## src/rtl/fft8_seq_ctrl.sv

```systemverilog
// fft8_seq_ctrl: sequencer for the free-running 3-stage radix-2 8-point FFT.
// Tracks which of the 8 input samples have been written, launches a frame
// on start, counts pipeline latency, pulses result capture and keeps
// busy/done/err_start status for software polling.
// Optional feature macro: FFT_SEQ_AUTORUN_EN. When defined, the write that
// completes the sample mask in IDLE or DONE launches a frame by itself.
module fft8_seq_ctrl #(
    parameter int unsigned PIPE_LAT = 3,
    parameter int unsigned CNT_W    = 4,
    parameter int unsigned FRAME_W  = 16
) (
    input  logic               clk,
    input  logic               rst,
    input  logic               sample_we,
    input  logic [2:0]         sample_idx,
    input  logic               start,
    input  logic               done_clr,
    input  logic               err_clr,
    output logic               launch,
    output logic               cap_en,
    output logic               busy,
    output logic               done,
    output logic               err_start,
    output logic [7:0]         loaded_mask,
    output logic [FRAME_W-1:0] frame_cnt
);

    localparam logic [1:0] ST_IDLE = 2'd0;
    localparam logic [1:0] ST_RUN  = 2'd1;
    localparam logic [1:0] ST_DONE = 2'd2;

    localparam logic [CNT_W-1:0] CNT_LOAD = CNT_W'(PIPE_LAT - 1);

    logic [1:0]         state_q, state_d;
    logic               launch_q, launch_d;
    logic               cap_en_q, cap_en_d;
    logic               busy_q, busy_d;
    logic               done_q, done_d;
    logic               err_q, err_d;
    logic [7:0]         mask_q, mask_d;
    logic [FRAME_W-1:0] frame_q, frame_d;
    logic [CNT_W-1:0]   cnt_q, cnt_d;

    logic [7:0]         we_bit;
    logic [7:0]         mask_wr;
    logic               idle_or_done;
    logic               start_go;
    logic               auto_go;
    logic               launch_go;
    logic               start_rej;

    // One-hot of the sample being written this cycle
    always_comb begin
        we_bit = '0;
        if (sample_we) begin
            we_bit[sample_idx] = 1'b1;
        end
    end

    // Launch decision: explicit start, and optionally mask completion
    always_comb begin
        idle_or_done = (state_q == ST_IDLE) || (state_q == ST_DONE);
        mask_wr      = mask_q | we_bit;
        start_go     = start && idle_or_done && (mask_q == 8'hFF);
`ifdef FFT_SEQ_AUTORUN_EN
        auto_go      = idle_or_done && (mask_q != 8'hFF) && (mask_wr == 8'hFF);
`else
        auto_go      = 1'b0;
`endif
        launch_go    = start_go || auto_go;
        // A start that coincides with an automatic launch is not an error
        start_rej    = start && !launch_go;
    end

    // Next-state and status update
    always_comb begin
        state_d  = state_q;
        launch_d = 1'b0;
        cap_en_d = 1'b0;
        busy_d   = busy_q;
        done_d   = done_q;
        frame_d  = frame_q;
        cnt_d    = cnt_q;

        // An accepted start clears the mask, but a write in the same cycle
        // still lands and belongs to the next frame. An automatic launch is
        // triggered by that very write, so its bit is consumed.
        if (start_go) begin
            mask_d = we_bit;
        end else if (auto_go) begin
            mask_d = '0;
        end else begin
            mask_d = mask_wr;
        end

        case (state_q)
            ST_IDLE, ST_DONE: begin
                if (launch_go) begin
                    state_d  = ST_RUN;
                    launch_d = 1'b1;
                    busy_d   = 1'b1;
                    done_d   = 1'b0;
                    cnt_d    = CNT_LOAD;
                // done_clr is ignored in the first DONE cycle (cap_en still
                // high) so a clear coincident with the capture loses.
                end else if ((state_q == ST_DONE) && done_clr && !cap_en_q) begin
                    state_d = ST_IDLE;
                    done_d  = 1'b0;
                end
            end
            ST_RUN: begin
                if (cnt_q == '0) begin
                    state_d  = ST_DONE;
                    cap_en_d = 1'b1;
                    done_d   = 1'b1;
                    busy_d   = 1'b0;
                    frame_d  = frame_q + FRAME_W'(1);
                end else begin
                    cnt_d = cnt_q - CNT_W'(1);
                end
            end
            default: begin
                state_d = ST_IDLE;
                busy_d  = 1'b0;
                done_d  = 1'b0;
                cnt_d   = '0;
            end
        endcase

        if (start_rej) begin
            err_d = 1'b1;
        end else if (err_clr) begin
            err_d = 1'b0;
        end else begin
            err_d = err_q;
        end
    end

    // State registers with asynchronous reset
    always_ff @(posedge clk or posedge rst) begin
        if (rst) begin
            state_q  <= ST_IDLE;
            launch_q <= 1'b0;
            cap_en_q <= 1'b0;
            busy_q   <= 1'b0;
            done_q   <= 1'b0;
            err_q    <= 1'b0;
            mask_q   <= '0;
            frame_q  <= '0;
            cnt_q    <= '0;
        end else begin
            state_q  <= state_d;
            launch_q <= launch_d;
            cap_en_q <= cap_en_d;
            busy_q   <= busy_d;
            done_q   <= done_d;
            err_q    <= err_d;
            mask_q   <= mask_d;
            frame_q  <= frame_d;
            cnt_q    <= cnt_d;
        end
    end

    assign launch      = launch_q;
    assign cap_en      = cap_en_q;
    assign busy        = busy_q;
    assign done        = done_q;
    assign err_start   = err_q;
    assign loaded_mask = mask_q;
    assign frame_cnt   = frame_q;

endmodule

```

## config.mk

```make
export PLATFORM = sky130hd
export DESIGN_NAME = fft8_seq_ctrl
export DESIGN_NICKNAME = d
export VERILOG_FILES = /design/src/rtl/fft8_seq_ctrl.sv
export SDC_FILE = /design/constraint.sdc
export NUM_CORES = 1
export LEC_CHECK = 0
export CAP_MARGIN = 25
export CORE_ASPECT_RATIO = 1.25
export CORE_MARGIN = 3
export CORE_UTILIZATION = 50
export CTS_BUF_LIST = sky130_fd_sc_hd__clkbuf_4 sky130_fd_sc_hd__clkbuf_8
export CTS_CLUSTER_SIZE = 12
export DETAILED_ROUTE_END_ITERATION = 8
export PLACE_DENSITY = 0.81
export RECOVER_POWER = 100
export SETUP_SLACK_MARGIN = 0.3
export SLEW_MARGIN = 20
export SYNTH_ARGS = -nofsm -noshare
export SYNTH_HDL_FRONTEND = slang
export SYNTH_SLANG_ARGS = --single-unit
```

## constraint.sdc

```tcl
create_clock -name clk -period 1.9 [get_ports clk]
set_input_delay 0.19 -clock clk [delete_from_list [all_inputs] [get_ports clk]]
set_output_delay 0.19 -clock clk [all_outputs]
set_load 0.02 [all_outputs]
```

# == Yosys cells after proc, flatten, opt, wreduce, memory -nomap -nowiden ==
# Cells that the tools add are included.
# classes
n_reduce_logical,17
eq_ne,7
addsub,2
bitwise,1
mux,24
magnitude_cmp,2
# ops
cell,count
$add A16 B1 Y16 const B,1
$mux W8,2
$mux W1,12
$eq A8 B8 Y1 const B,1
$mux W4,2
$or A8 B8 Y8,1
$pmux W4 S2,1
$reduce_and A2 Y1,4
$logic_and A1 B1 Y1,6
$mux W2,3
$ne A2 B2 Y1 const B,3
$logic_not A4 Y1,1
$lt A3 B4 Y1 const B,1
$pmux W1 S2,2
$pmux W2 S2,1
$sub A4 B1 Y4 const B,1
$demux W1 S3,1
$ge A3 B1 Y1 const B,1
$ne A3 B3 Y1 const B,1
$eq A2 B1 Y1 const B,1
$eq A2 B2 Y1 const B,1
$logic_not A1 Y1,2
$logic_not A2 Y1,1
$reduce_bool A2 Y1,1
2 further kinds,2
# word_totals
output_inout_bits,29
register_bits,35

# == Logic depth before layout (Yosys ltp) ==
# Gate-level depths: netlist of run 1.
# logic_depth
depth_word,7
mapped_depth,7

# == Worst setup path after synthesis of run 1 ==
# Ideal clock, no wire load.
# synth_path
path_kind,register to register
from,register cnt_q[0]
to,"register frame_q[11], in the netlist frame_cnt[11]"
stages_incl_launch_ff,7
setup_slack_ns,0.129
arrival_ns,1.642
t_required_ns,1.771
path_cell_list,dfrtp_1 > inv_1 > ha_1 > or3b_4 > nor4_4 > nand4_1 > xnor2_1
# synth_via
elab_chain_len,2
# synth_lines
element,line,rtl
from (decl),42,"logic [CNT_W-1:0] cnt_q, cnt_d;"
from (signal assigned),160,cnt_q <= cnt_d;
$logic_not A4 Y1,112,if (cnt_q == '0) begin
$reduce_and A2 Y1 (no line),--,
to (signal assigned),159,frame_q <= frame_d;
to (decl),41,"logic [FRAME_W-1:0] frame_q, frame_d;"
# No other way between the ends.
# A chain may end at the register's enable or synchronous reset.

# == Worst setup path in the final report of run 1 ==
# layout_path
from,register cnt_q[1]
to,"register frame_q[7], in the netlist frame_cnt[7]"
# The elaborated chain is that of the path after synthesis.

==> run_results.csv, run 1 <==
group,metric,value,unit
floorplanning,ios,38,
yosys,synth_top_family_by_area,"simple AND/OR/NAND/NOR gates",
cts,clk_pin_slew,0.10,ns
job,max_cap_violations,0,
setup_path,setup.worst_path.class,"reg -> reg",
yosys,post-synth-top-count-cell,"dfrtp_1",
setup_path,arrival,2.01,ns
pwr,ir_drop,920,uV
yosys,netlist_top_cells_area,"dfrtp_1, xnor2_1, xor2_1",
timing,finClkSkew,0.00846,ns
drt,wl_per_cell,17.1,um
global_route,grt_pass1_vias,1322,
timing,rsz0062_at_grt,"yes",
floorplanning,core_area,2810,um2
yosys,synth_cell_type_count,34,
yosys,synthAdderAreaFrac,0.0243,
placed_design,place_area,1990,um2
drt,drt_iter0_markers,40,
setup_path,slowest_stage,"or3b_4",
min_path,hold_class,"in -> reg",
floorplanning,die_area,3790,um2
yosys,synth_ff_type,"dfrtp_1",
placed_design,io_buffer_count,37,
cts,htree_levels,2,
drt,wl,3800,um
yosys,syn-num-nets,147,
setup_path,critical_path_required,2.17,ns
yosys,synth_compound_area_frac,0.0989,
floorplanning,initial_core_util,0.549,
pwr,power_density,1190,nW/um2
cts,clkLatencyLatePin,0.34,ns
yosys,synthTopCellsByCount,"dfrtp_1, nand2_1, inv_1",
timing,worstMarginPinSlew,0.854,ns
yosys,yosys.area_share.xor_xnor,0.0908,
setup_path,cp_cell_sequence,"inv_2 > ha_1 > or3b_4 > or2_4 > nor3_4 > xor2_1",
cells_and_area,fin_cells,222,
setup_path,startpoint_type,"register",
drt,detail-route-antenna-nets,0,
drt,vias,1275,
yosys,yosysWarnings,0,
yosys,synth_top_area_cell,"dfrtp_1",
timing,slew_viol_final,0,
timing,clock.fmax,575,MHz
floorplanning,die_x,55.7,um
yosys,synthArstFlopShare,1.00,
placed_design,hpwl,2550,um
global_route,antenna_found_initial,0,
timing,min_period_over_period,0.915,
cells_and_area,diodes,0,
yosys,synth-seq-cells,34,
cells_and_area,fin_area,2080,um2
pwr,p_leak,1.03,nW
yosys,synth_top_cell_area_share,0.552,
cts,cts_tree,"built",
setup_path,startpoint,"cnt_q[1]$_DFFE_PP0P_",
yosys,synth_seq_area_share,0.552,
cells_and_area,fill_cells,216,
cells_and_area,drive_gt1_frac,0.154,
floorplanning,chipHeight,68.1,um
yosys,avgSynthCellArea,11.4,um2
placed_design,place.gp.congestion,0.756,
cts,numCtsBuffers,5,
cts,cts_buffer_depth,2,
min_path,min_from,"err_clr",
yosys,muxShareOfSynthArea,0,
setup_path,crit_fanout,4,
timing,slew_headroom,0.431,
drt,dr.pass1.iters,6,
yosys,synth-edff-count,0,
setup_path,end_kind,"register",
timing,hold_slack,0.457,ns
setup_path,rrSetupSlack,0.16,ns
cts,cts.sinks,34,
drt,vias_per_cell,5.74,
yosys,syn-cell-area,1540,um2
global_route,grtUsageTotal,0.220,
global_route,grt_remaining_overflow,0,
global_route,grt_pass1_wl,6180,um
timing,tns,0,ns
cts,cts_hold_buf,0,
setup_path,slowest_delay,0.43,ns
yosys,synthSimpleGateAreaFrac,0.202,
timing,finalHoldViolCount,0,
setup_path,rr_worst_depth,6,
timing,setup_viol,0,
yosys,netlist_instances,135,
drt,drcViolationCount,0,
placed_design,placedCellCount,208,
setup_path,r2r-start,"cnt_q[1]$_DFFE_PP0P_",
global_route,grt_max_degree,35,
timing,finalCriticalPeriod,1.74,ns
min_path,hold_depth,3,
cells_and_area,nets,201,
cts,cts_root_buf,"clkbuf_4",
cells_and_area,areaGrowthSynthToFinish,34.5,%
run_status,status,"complete, no violations",
floorplanning,std_cell_rows,21,
-- stage by stage --
step / setup WS [ns] / total power [mW] / util
after floorplan: 0.282 / 1.61 / -
after global placement: 0.236 / 2.00 / 0.709
after detailed placement: 0.184 / 2.05 / 0.709
after CTS: 0.198 / 2.48 / 0.735
after global routing: 0.0693 / 2.62 / 0.738
final: 0.161 / 2.46 / 0.738
-- power breakdown --
| group | leakage [nW] | switching [mW] | total [mW] | internal (mW) |
|---|---|---|---|---|
| Clock | 0.0302 | 0.226 | 0.393 | 0.167 |
| Sequential | 0.433 | 0.162 | 1.05 | 0.893 |
| Combinational | 0.563 | 0.559 | 1.01 | 0.453 |
| Total | 1.03 | 0.947 | 2.46 | 1.51 |
-- logic make-up after synthesis --
kind of cell | after synthesis
simple gates | 50
flops | 34
compound gates | 19
xor+xnor | 16
buf+inv | 13
fa+ha+maj | 3
-- registers in the layout (all words and copies together), names as in the netlist --
name         count
frame_cnt       16
loaded_mask      8
cnt_q            4
state_q          2
busy             1
cap_en           1
err_start        1
launch           1
-- per-layer routing --
layer,GRT usage,routed length [um]
met5,0,0
met4,0.170,242
met3,0.0434,145
met2,0.389,1980
met1,0.232,1440
-- worst paths after layout --
check | endpoint
worst min-delay path | err_start$_DFFE_PP0P_
worst min register to register | frame_cnt[15]$_DFFE_PP0P_
worst max register to register | frame_cnt[7]$_DFFE_PP0P_
min in group asynchronous | frame_cnt[6]$_DFFE_PP0P_
max in group asynchronous | frame_cnt[13]$_DFFE_PP0P_
worst max-delay path | frame_cnt[7]$_DFFE_PP0P_
-- critical path: cells and delay by family (launching register included) --
kind                     cells  cell delay, ns
flip-flops                   1            0.41
XOR/XNOR                     1            0.15
buffers and inverters        1            0.07
adder cells (fa/ha/maj)      1            0.15
AND/OR/NAND/NOR              3            0.88
-- layout by cell type, fill, tap and decap left out, types with 2 or more instances in the layout --
cell and instances:
clkbuf_1 10, inv_1 8, nor3_1 3, clkbuf_4 6, nor2_1 5, nor4_4 2
nand2_1 14, a22o_1 2, xnor2_1 9, a21oi_1 2, nand4_1 2, dlygate4sd3_1 17
nor2b_1 2, a32o_1 4, inv_2 2, nand2b_1 2, ha_1 3, o32ai_1 3
clkdlybuf4s50_1 7, dfrtp_1 34, nand3_1 8, o2bb2ai_1 2, xor2_1 6, o21ai_0 3
dlygate4sd2_1 7, buf_4 5
-- final cells by class --
type                    count  area (um2)  area share
clock buffers               6        51.3      0.0247
inverters                  11        43.8      0.0211
multi-input cells          88         687       0.331
flip-flops and latches     34         851       0.410
well taps                  34        42.5      0.0205
repair buffers             49         400       0.193
-- timing repair --
| action | 4_1_cts | 5_1_grt |
|---|---|---|
| resized for setup | 8 | 18 |
| setup endpoints to repair | 18 | 22 |
| pin swaps | 4 | 7 |
| setup buffers | 3 | 5 |
No activity file was read; power rests on OpenSTA's default activity.
==> run 2, diff against run 1 <==
--- a/config.mk
+++ b/config.mk
@@ -5,7 +5,6 @@
 export SDC_FILE = /design/constraint.sdc
 export NUM_CORES = 1
 export LEC_CHECK = 0
-export CAP_MARGIN = 25
 export CORE_ASPECT_RATIO = 1.25
 export CORE_MARGIN = 3
 export CORE_UTILIZATION = 50
@@ -15,7 +14,6 @@
 export PLACE_DENSITY = 0.81
 export RECOVER_POWER = 100
 export SETUP_SLACK_MARGIN = 0.3
-export SLEW_MARGIN = 20
 export SYNTH_ARGS = -nofsm -noshare
 export SYNTH_HDL_FRONTEND = slang
 export SYNTH_SLANG_ARGS = --single-unit
==> results of run 2 <==
No change in the layout: final DEF, timing and power equal those of run 1.
